--- src/rtl/logit_frame_feeder.sv ---
// ---------------------------------------------------------------------------
// logit_frame_feeder : serial fp16 logit collector and sequencer for the
//                      10-way argmax engine.  Rev 1.0
// ---------------------------------------------------------------------------
`default_nettype none

module logit_frame_feeder #(
  parameter int N_LOGITS   = 10,
  parameter int WIDTH      = 16,
  parameter int ARGMAX_LAT = 28,
  parameter int REARM_CYC  = 2
) (
  input  logic                      clk,
  input  logic                      rst,
  input  logic                      in_valid,
  output logic                      in_ready,
  input  logic [WIDTH-1:0]          in_data,
  input  logic                      in_last,
  output logic [N_LOGITS*WIDTH-1:0] logits_o,
  output logic                      am_rst_n,
  output logic                      am_start,
  input  logic [3:0]                am_count,
  output logic                      res_valid,
  input  logic                      res_ready,
  output logic [3:0]                res_class,
  output logic                      res_err
);

  localparam int IW  = 4;
  localparam int RCW = $clog2(REARM_CYC + 1);
  localparam int WCW = 6;

  localparam logic [2:0] S_FILL   = 3'd0;
  localparam logic [2:0] S_REARM  = 3'd1;
  localparam logic [2:0] S_START  = 3'd2;
  localparam logic [2:0] S_WAIT   = 3'd3;
  localparam logic [2:0] S_RESULT = 3'd4;

  logic [2:0]                state_q, state_d;
  logic [IW-1:0]             idx_q, idx_d;
  logic [RCW-1:0]            rearm_q, rearm_d;
  logic [WCW-1:0]            wait_q, wait_d;
  logic [N_LOGITS*WIDTH-1:0] logits_q, logits_d;
  logic                      am_rst_n_q, am_rst_n_d;
  logic                      am_start_q, am_start_d;
  logic                      res_valid_q, res_valid_d;
  logic [3:0]                res_class_q, res_class_d;
  logic                      res_err_q, res_err_d;

  assign in_ready  = (state_q == S_FILL);
  assign logits_o  = logits_q;
  assign am_rst_n  = am_rst_n_q;
  assign am_start  = am_start_q;
  assign res_valid = res_valid_q;
  assign res_class = res_class_q;
  assign res_err   = res_err_q;

  always_comb begin
    state_d     = state_q;
    idx_d       = idx_q;
    rearm_d     = rearm_q;
    wait_d      = wait_q;
    logits_d    = logits_q;
    am_rst_n_d  = am_rst_n_q;
    am_start_d  = am_start_q;
    res_valid_d = res_valid_q;
    res_class_d = res_class_q;
    res_err_d   = res_err_q;

    case (state_q)
      S_FILL: begin
        if (in_valid) begin
          logits_d[int'(idx_q)*WIDTH +: WIDTH] = in_data;
          if (idx_q == IW'(N_LOGITS - 1)) begin
            // A full frame always runs the engine; a missing in_last is only flagged.
            state_d    = S_REARM;
            rearm_d    = RCW'(REARM_CYC);
            am_rst_n_d = 1'b0;
            res_err_d  = ~in_last;
          end else if (in_last) begin
            state_d     = S_RESULT;
            res_class_d = 4'hF;
            res_err_d   = 1'b1;
            res_valid_d = 1'b1;
          end else begin
            idx_d = idx_q + IW'(1);
          end
        end
      end

      S_REARM: begin
        am_rst_n_d = 1'b0;
        if (rearm_q <= RCW'(1)) begin
          state_d    = S_START;
          am_rst_n_d = 1'b1;
          am_start_d = 1'b1;
        end else begin
          rearm_d = rearm_q - RCW'(1);
        end
      end

      S_START: begin
        state_d    = S_WAIT;
        am_start_d = 1'b0;
        wait_d     = WCW'(ARGMAX_LAT - 1);
      end

      S_WAIT: begin
        if (wait_q == '0) begin
          state_d     = S_RESULT;
          res_class_d = am_count;
          res_valid_d = 1'b1;
          if (am_count == 4'hF) res_err_d = 1'b1;
        end else begin
          wait_d = wait_q - WCW'(1);
        end
      end

      S_RESULT: begin
        if (res_ready) begin
          state_d     = S_FILL;
          res_valid_d = 1'b0;
          res_err_d   = 1'b0;
          idx_d       = '0;
        end
      end

      default: state_d = S_FILL;
    endcase
  end

  always_ff @(posedge clk or negedge rst) begin
    if (!rst) begin
      state_q     <= S_FILL;
      idx_q       <= '0;
      rearm_q     <= '0;
      wait_q      <= '0;
      logits_q    <= '0;
      am_rst_n_q  <= 1'b0;
      am_start_q  <= 1'b0;
      res_valid_q <= 1'b0;
      res_class_q <= 4'hF;
      res_err_q   <= 1'b0;
    end else begin
      state_q     <= state_d;
      idx_q       <= idx_d;
      rearm_q     <= rearm_d;
      wait_q      <= wait_d;
      logits_q    <= logits_d;
      am_rst_n_q  <= am_rst_n_d;
      am_start_q  <= am_start_d;
      res_valid_q <= res_valid_d;
      res_class_q <= res_class_d;
      res_err_q   <= res_err_d;
    end
  end

endmodule

`default_nettype wire

--- config.mk ---
export PLATFORM = sky130hd
export DESIGN_NAME = logit_frame_feeder
export DESIGN_NICKNAME = d
export VERILOG_FILES = /design/src/rtl/logit_frame_feeder.sv
export SDC_FILE = /design/constraint.sdc
export NUM_CORES = 1
export LEC_CHECK = 0
export CAP_MARGIN = 40
export CORE_MARGIN = 2
export CORE_UTILIZATION = 52
export CTS_BUF_LIST = sky130_fd_sc_hd__clkbuf_4
export CTS_CLUSTER_SIZE = 25
export DETAILED_ROUTE_END_ITERATION = 8
export GPL_TIMING_DRIVEN = 1
export PLACE_DENSITY_LB_ADDON = 0.25
export RECOVER_POWER = 25
export SLEW_MARGIN = 20
export SYNTH_ARGS = -nofsm -noshare
export SYNTH_HDL_FRONTEND = slang
export SYNTH_SLANG_ARGS = --single-unit
--- constraint.sdc ---
create_clock -name clk -period 3.1 [get_ports clk]
set_input_delay 0.775 -clock clk [delete_from_list [all_inputs] [get_ports clk]]
set_output_delay 0.775 -clock clk [all_outputs]
set_load 0.01 [all_outputs]
# After elaboration in Yosys (flattened, before gate mapping)
# Index checks and enable logic that the tools add are counted.
dict set report word_totals {
  register_bits 183
  in_bits 25
}
dict set report op_classes {
  bitwise 1
  n_mux 41
  eq_ne 18
  shift 2
  n_addsub 4
  reduce_logical 18
  n_lt_le_gt_ge 1
}
# op count
set ops {}
lappend ops {{$bwmux 160} 1}
lappend ops {{$shift 16x33->160 const A} 1}
lappend ops {{$shiftx 16x33->160} 1}
lappend ops {{$neg 8->33} 1}
lappend ops {{$mux 4} 8}
lappend ops {{$mux 3} 6}
lappend ops {{$ne 2x2->1 const B} 9}
lappend ops {{$pmux 4 s2} 2}
lappend ops {{$pmux 3 s5} 1}
lappend ops {{$reduce_and 5->1} 3}
lappend ops {{$mux 1} 13}
lappend ops {{$pmux 6 s2} 1}
lappend ops {{$reduce_and 6->1} 2}
lappend ops {{$reduce_bool 2->1} 5}
lappend ops {{$eq 4x4->1 const B} 2}
lappend ops {{$eq 3x2->1 const B} 2}
lappend ops {{$logic_not 6->1} 1}
lappend ops {{$mux 2} 3}
lappend ops {{$mux 6} 1}
lappend ops {{$pmux 1 s3} 2}
lappend ops {{$reduce_and 2->1} 3}
lappend ops {{$sub 6x1->6 const B} 1}
lappend ops {{$add 4x1->4 const B} 1}
lappend ops {{$ne 2x1->1 const B} 2}
lappend ops {{other kinds (12)} 13}

# Logic depth before layout (Yosys ltp)
dict set report logic_depth {
  depth_word 5
  mapped_depth 10
  ltp_nobuf 7
}

# Worst setup path before layout
# No wires, ideal clock.
dict set report synth_path {
  path_kind {register to register}
  startpoint {reg idx_q[2]}
  endpoint {reg logits_q[10] (netlist: logits_o[10])}
  setup_time_ps 131
  t_required_ps 2969
  path_stages_with_launch 11
  slack_ps 220
  arrival_ps 2749
  synth_period_minus_slack_ps 2880
  cell_sequence {dfrtp_1 > clkbuf_1 > or3_1 > inv_1 > ha_1 > clkbuf_1 > or3_1 > or4_1 > clkbuf_1 > buf_2 > mux2i_1}
}
dict set report synth_between {
  elab_chain_len 3
  word_cells_on_any_way 4
}
# element line_no
set synth_lines {}
lappend synth_lines {{start, declared} 40} ;# logic [IW-1:0] idx_q, idx_d;
lappend synth_lines {{start signal, assigned} 146} ;# idx_q <= idx_d;
lappend synth_lines {{$neg 8->33 (*)} 73} ;# logits_d[int'(idx_q)*WIDTH +: WIDTH] = in_data;
lappend synth_lines {{$shiftx 16x33->160 or $shift 16x33->160 (tied branches)} 73}
lappend synth_lines {{$bwmux 160 (*)} 73}
lappend synth_lines {{end signal, assigned} 149} ;# logits_q <= logits_d;
lappend synth_lines {{end, declared} 43} ;# logic [N_LOGITS*WIDTH-1:0] logits_q, logits_d;
# Every way passes the cells marked *; elsewhere a longest branch is shown, timed or not.
# A chain may end at the register's enable or synchronous reset.

# Final worst setup path
dict set report layout_path {
  startpoint {reg state_q[2]}
  endpoint {out in_ready}
}
dict set report layout_between {
  elab_chain_len 1
}
# element line_no
set layout_lines {}
lappend layout_lines {{start, declared} 39} ;# logic [2:0] state_q, state_d;
lappend layout_lines {{start signal, assigned} 145} ;# state_q <= state_d;
lappend layout_lines {{$logic_not 3->1} 50} ;# assign in_ready = (state_q == S_FILL);
lappend layout_lines {{end, declared} 16} ;# output logic in_ready,
# Every way passes these cells.

==> metrics <==
combinational share of power=0.309; top_reg_cell synth=dfrtp_1; max-slew violations=89; vias per cell=5.56; CTS Sinks=183; setup_tns=0 ns; leading area contributor after synthesis=dfrtp_1; Area growth syn-to-layout=32.1%; min Tclk post-route=3.00 ns; Pre-Repair DR Iteration Count=5; drt wl/cell=19.1 µm; Layout Nets=880; via total after detailed routing=5829; slew at the pin closest to its max-slew limit=2.17 ns; P_int=4.03 mW; Synth Area per Inst=12.6 µm²; I/O pin total=194; slowest stage delay, CP=0.54 ns; Crit. End Element=output pin; first-pass GRT wire length=31.8 mm; Die Wd=129 µm; Post-synth EDFFs=0; VDD IR max=0.286 mV; sequential share of power=0.477; grt ovf=0; Top delay family on crit path=buffers and inverters; cells taking the most area after synthesis=dfrtp_1 56%, mux2_2 19%, mux2i_1 3.2%; Worst setup SP type=register; WL final=20.0 mm; Worst EP required=2.32 ns; failing checks=max-capacitance violations, max-slew violations; Antenna Nets Post-Route=0; Crit path arrival time=2.23 ns; hold violation count in the final report=0; Initial Util=0.530; CP Max Fanout=17; H-Tree Depth=4; root buf cell=clkbuf_4; cell row count=45; count leader, synth=dfrtp_1; Post-Syn Instances=642; Pleak=5.32 nW; switch share=0.323; Netlist Area Pre-Place=0.00806 mm²; Max Clk Rate=0.333 GHz; Max Cap Viol=1; HPWL Detailed=14.8 mm; GRT Total Usage=0.251; Crit-path slowest cell=clkdlybuf4s50_1; Synth top cells by count=179 x dfrtp_1, 139 x mux2_2, 44 x nand2_1; Synth Warn #=0; Slew headroom=-0.444; filler instances=1087; post-CTS setup buffers=0; Max Clock Skew=0.0247 ns; final hold slack=0.495 ns; Syn Nets=674; clock buffer depth=2; layout cells sized above 1=0.248; worst path cell trace=or3_1 -> inv_1 -> clkdlybuf4s50_1; Yosys top cell area share=0.556; Tcrit/Tclk final=0.968; Final setup viols=0; Synth cell types=46; CP Buf/Inv Count=2; RSZ-0062 raised after global routing=no; worst min path class=register to register; clock buffer count from CTS=17; power per cell area=560 mW/mm²; Async SR Flop Fraction=1.00; Core Box Area=0.0152 mm²; number of buffers added on ports=193; Reg clk slew, reported paths=0.13 ns; die area=0.0165 mm²; sequential share of the synthesized area=0.569; via count of the first global-routing pass=6012; largest net degree at the start of global routing=89; Clock Latency Late Sink=0.58 ns; initial antenna violation count=1; #FFs+latches synth=183; class of the most critical setup path=register to output pin; Initial DRC Count=400; GP Congestion=0.854; sw power=1.93 mW; CTS tree=done; die span in y=129 µm; hold_buf cts=0; DRC=0; status=finished with violations; proportion of power drawn by the clock network=0.214; Tot Pwr=5.96 mW
[flip-flops by register name (all words and copies together) (netlist names)]
register	count
am_start	1
wait_q	6
res_class	4
res_err	1
res_valid	1
rearm_q	2
idx_q	4
logits_o	160
state_q	3
am_rst_n	1
[kinds of logic (layout without fill, tap and decap cells)]
family / count (synthesis) / count (layout) / share of synthesized area
adders and majority gates: 7 / 7 / 0.0109
and+or+nand+nor: 188 / 188 / 0.131
muxes: 165 / 165 / 0.226
AOI/OAI and AO/OA: 30 / 30 / 0.0261
other: 0 / 1 / 0
DFF: 183 / 183 / 0.569
xor gates and xnor gates: 4 / 4 / 0.00435
buffers and inverters: 65 / 283 / 0.0329
[cells in the final DEF, fill, tap and decap left out, types with 4 or more instances in the layout]
master,instances
clkdlybuf4s50_1,192
dfrtp_1,178
mux2_2,139
nand2_1,44
inv_1,34
nor2_1,32
and3_1,31
and2_1,30
mux2i_1,26
clkbuf_4,21
buf_4,14
nor3_1,11
buf_12,8
ha_1,7
o21ai_0,6
a21oi_1,6
nand3b_1,5
o22a_1,5
clkinv_2,5
or3_1,4
nand3_2,4
dfstp_2,4
[per-stage QoR]
stage | util | instances | worst slack, ns | area (µm²)
4_1_cts | 0.702 | 1047 | 0.00250 | 10700
3_5_place_dp | 0.685 | 1016 | 0.0182 | 10400
5_1_grt | 0.701 | 1049 | 0.00621 | 10700
2_1_floorplan | - | 642 | 0.220 | 8060
3_3_place_gp | 0.685 | 1016 | 0.0719 | 10400
6_report | 0.701 | 1049 | 0.0986 | 10700
[power by group through the flow]
| stage | Sequential, mW | Combinational (mW) | Clock, mW |
|---|---|---|---|
| 2_1_floorplan | 2.99 | 0.742 | 0 |
| 3_3_place_gp | 2.87 | 1.78 | 0 |
| 3_5_place_dp | 2.89 | 1.84 | 0 |
| 4_1_cts | 2.84 | 1.85 | 1.31 |
| 5_1_grt | 2.88 | 2.00 | 1.40 |
| 6_report | 2.84 | 1.84 | 1.27 |
[per-layer routing]
layer	vias to the layer above	part of all wire	global-route usage
met4	0	0.020	0.0876
met1	2955	0.42	0.321
li1	2643	-	-
met2	200	0.51	0.432
met5	-	0	0
met3	31	0.051	0.0495
[worst register-to-register path, cell delays in order, from the launching register on]
cell and delay (ns):
dfrtp_1 0.36, buf_4 0.32, inv_1 0.15, ha_1 0.29, xnor2_1 0.17, clkbuf_4 0.20
nor3b_1 0.71, and3_1 0.26, mux2_2 0.15
[final cells by class]
| class | count | area (µm²) | share of cell area |
|---|---|---|---|
| sequential | 183 | 4590 | 0.431 |
| multi-input combinational | 394 | 3220 | 0.302 |
| timing repair buffer | 218 | 2210 | 0.208 |
| tap | 188 | 235 | 0.0221 |
| clock buffer | 18 | 135 | 0.0127 |
| clock inverter | 13 | 130 | 0.0122 |
| inverter | 34 | 128 | 0.0120 |
| antenna | 1 | 2.50 | 0.000235 |
[final timing paths]
| kind | start | endpoint | slack [ns] | depth (start not counted) |
|---|---|---|---|---|
| worst max-delay path | state_q[2] | in_ready | 0.1 | 3 |
| worst min-delay path | rearm_q[0] | rearm_q[0] | 0.50 | 1 |
| worst max register to register | idx_q[0] | logits_o[128] | 0.41 | 8 |
| worst min register to register | rearm_q[0] | rearm_q[0] | 0.50 | 1 |
| max in group asynchronous | rst | logits_o[112] | 0.58 | 2 |
| min in group asynchronous | rst | logits_o[125] | 0.76 | 1 |
[what timing repair did]
action	4_1_cts	5_1_grt
endpoints found under the hold margin	0	0
resized for setup	0	1
endpoints found under the setup margin	0	1
Power figures use the tool's default switching activity.
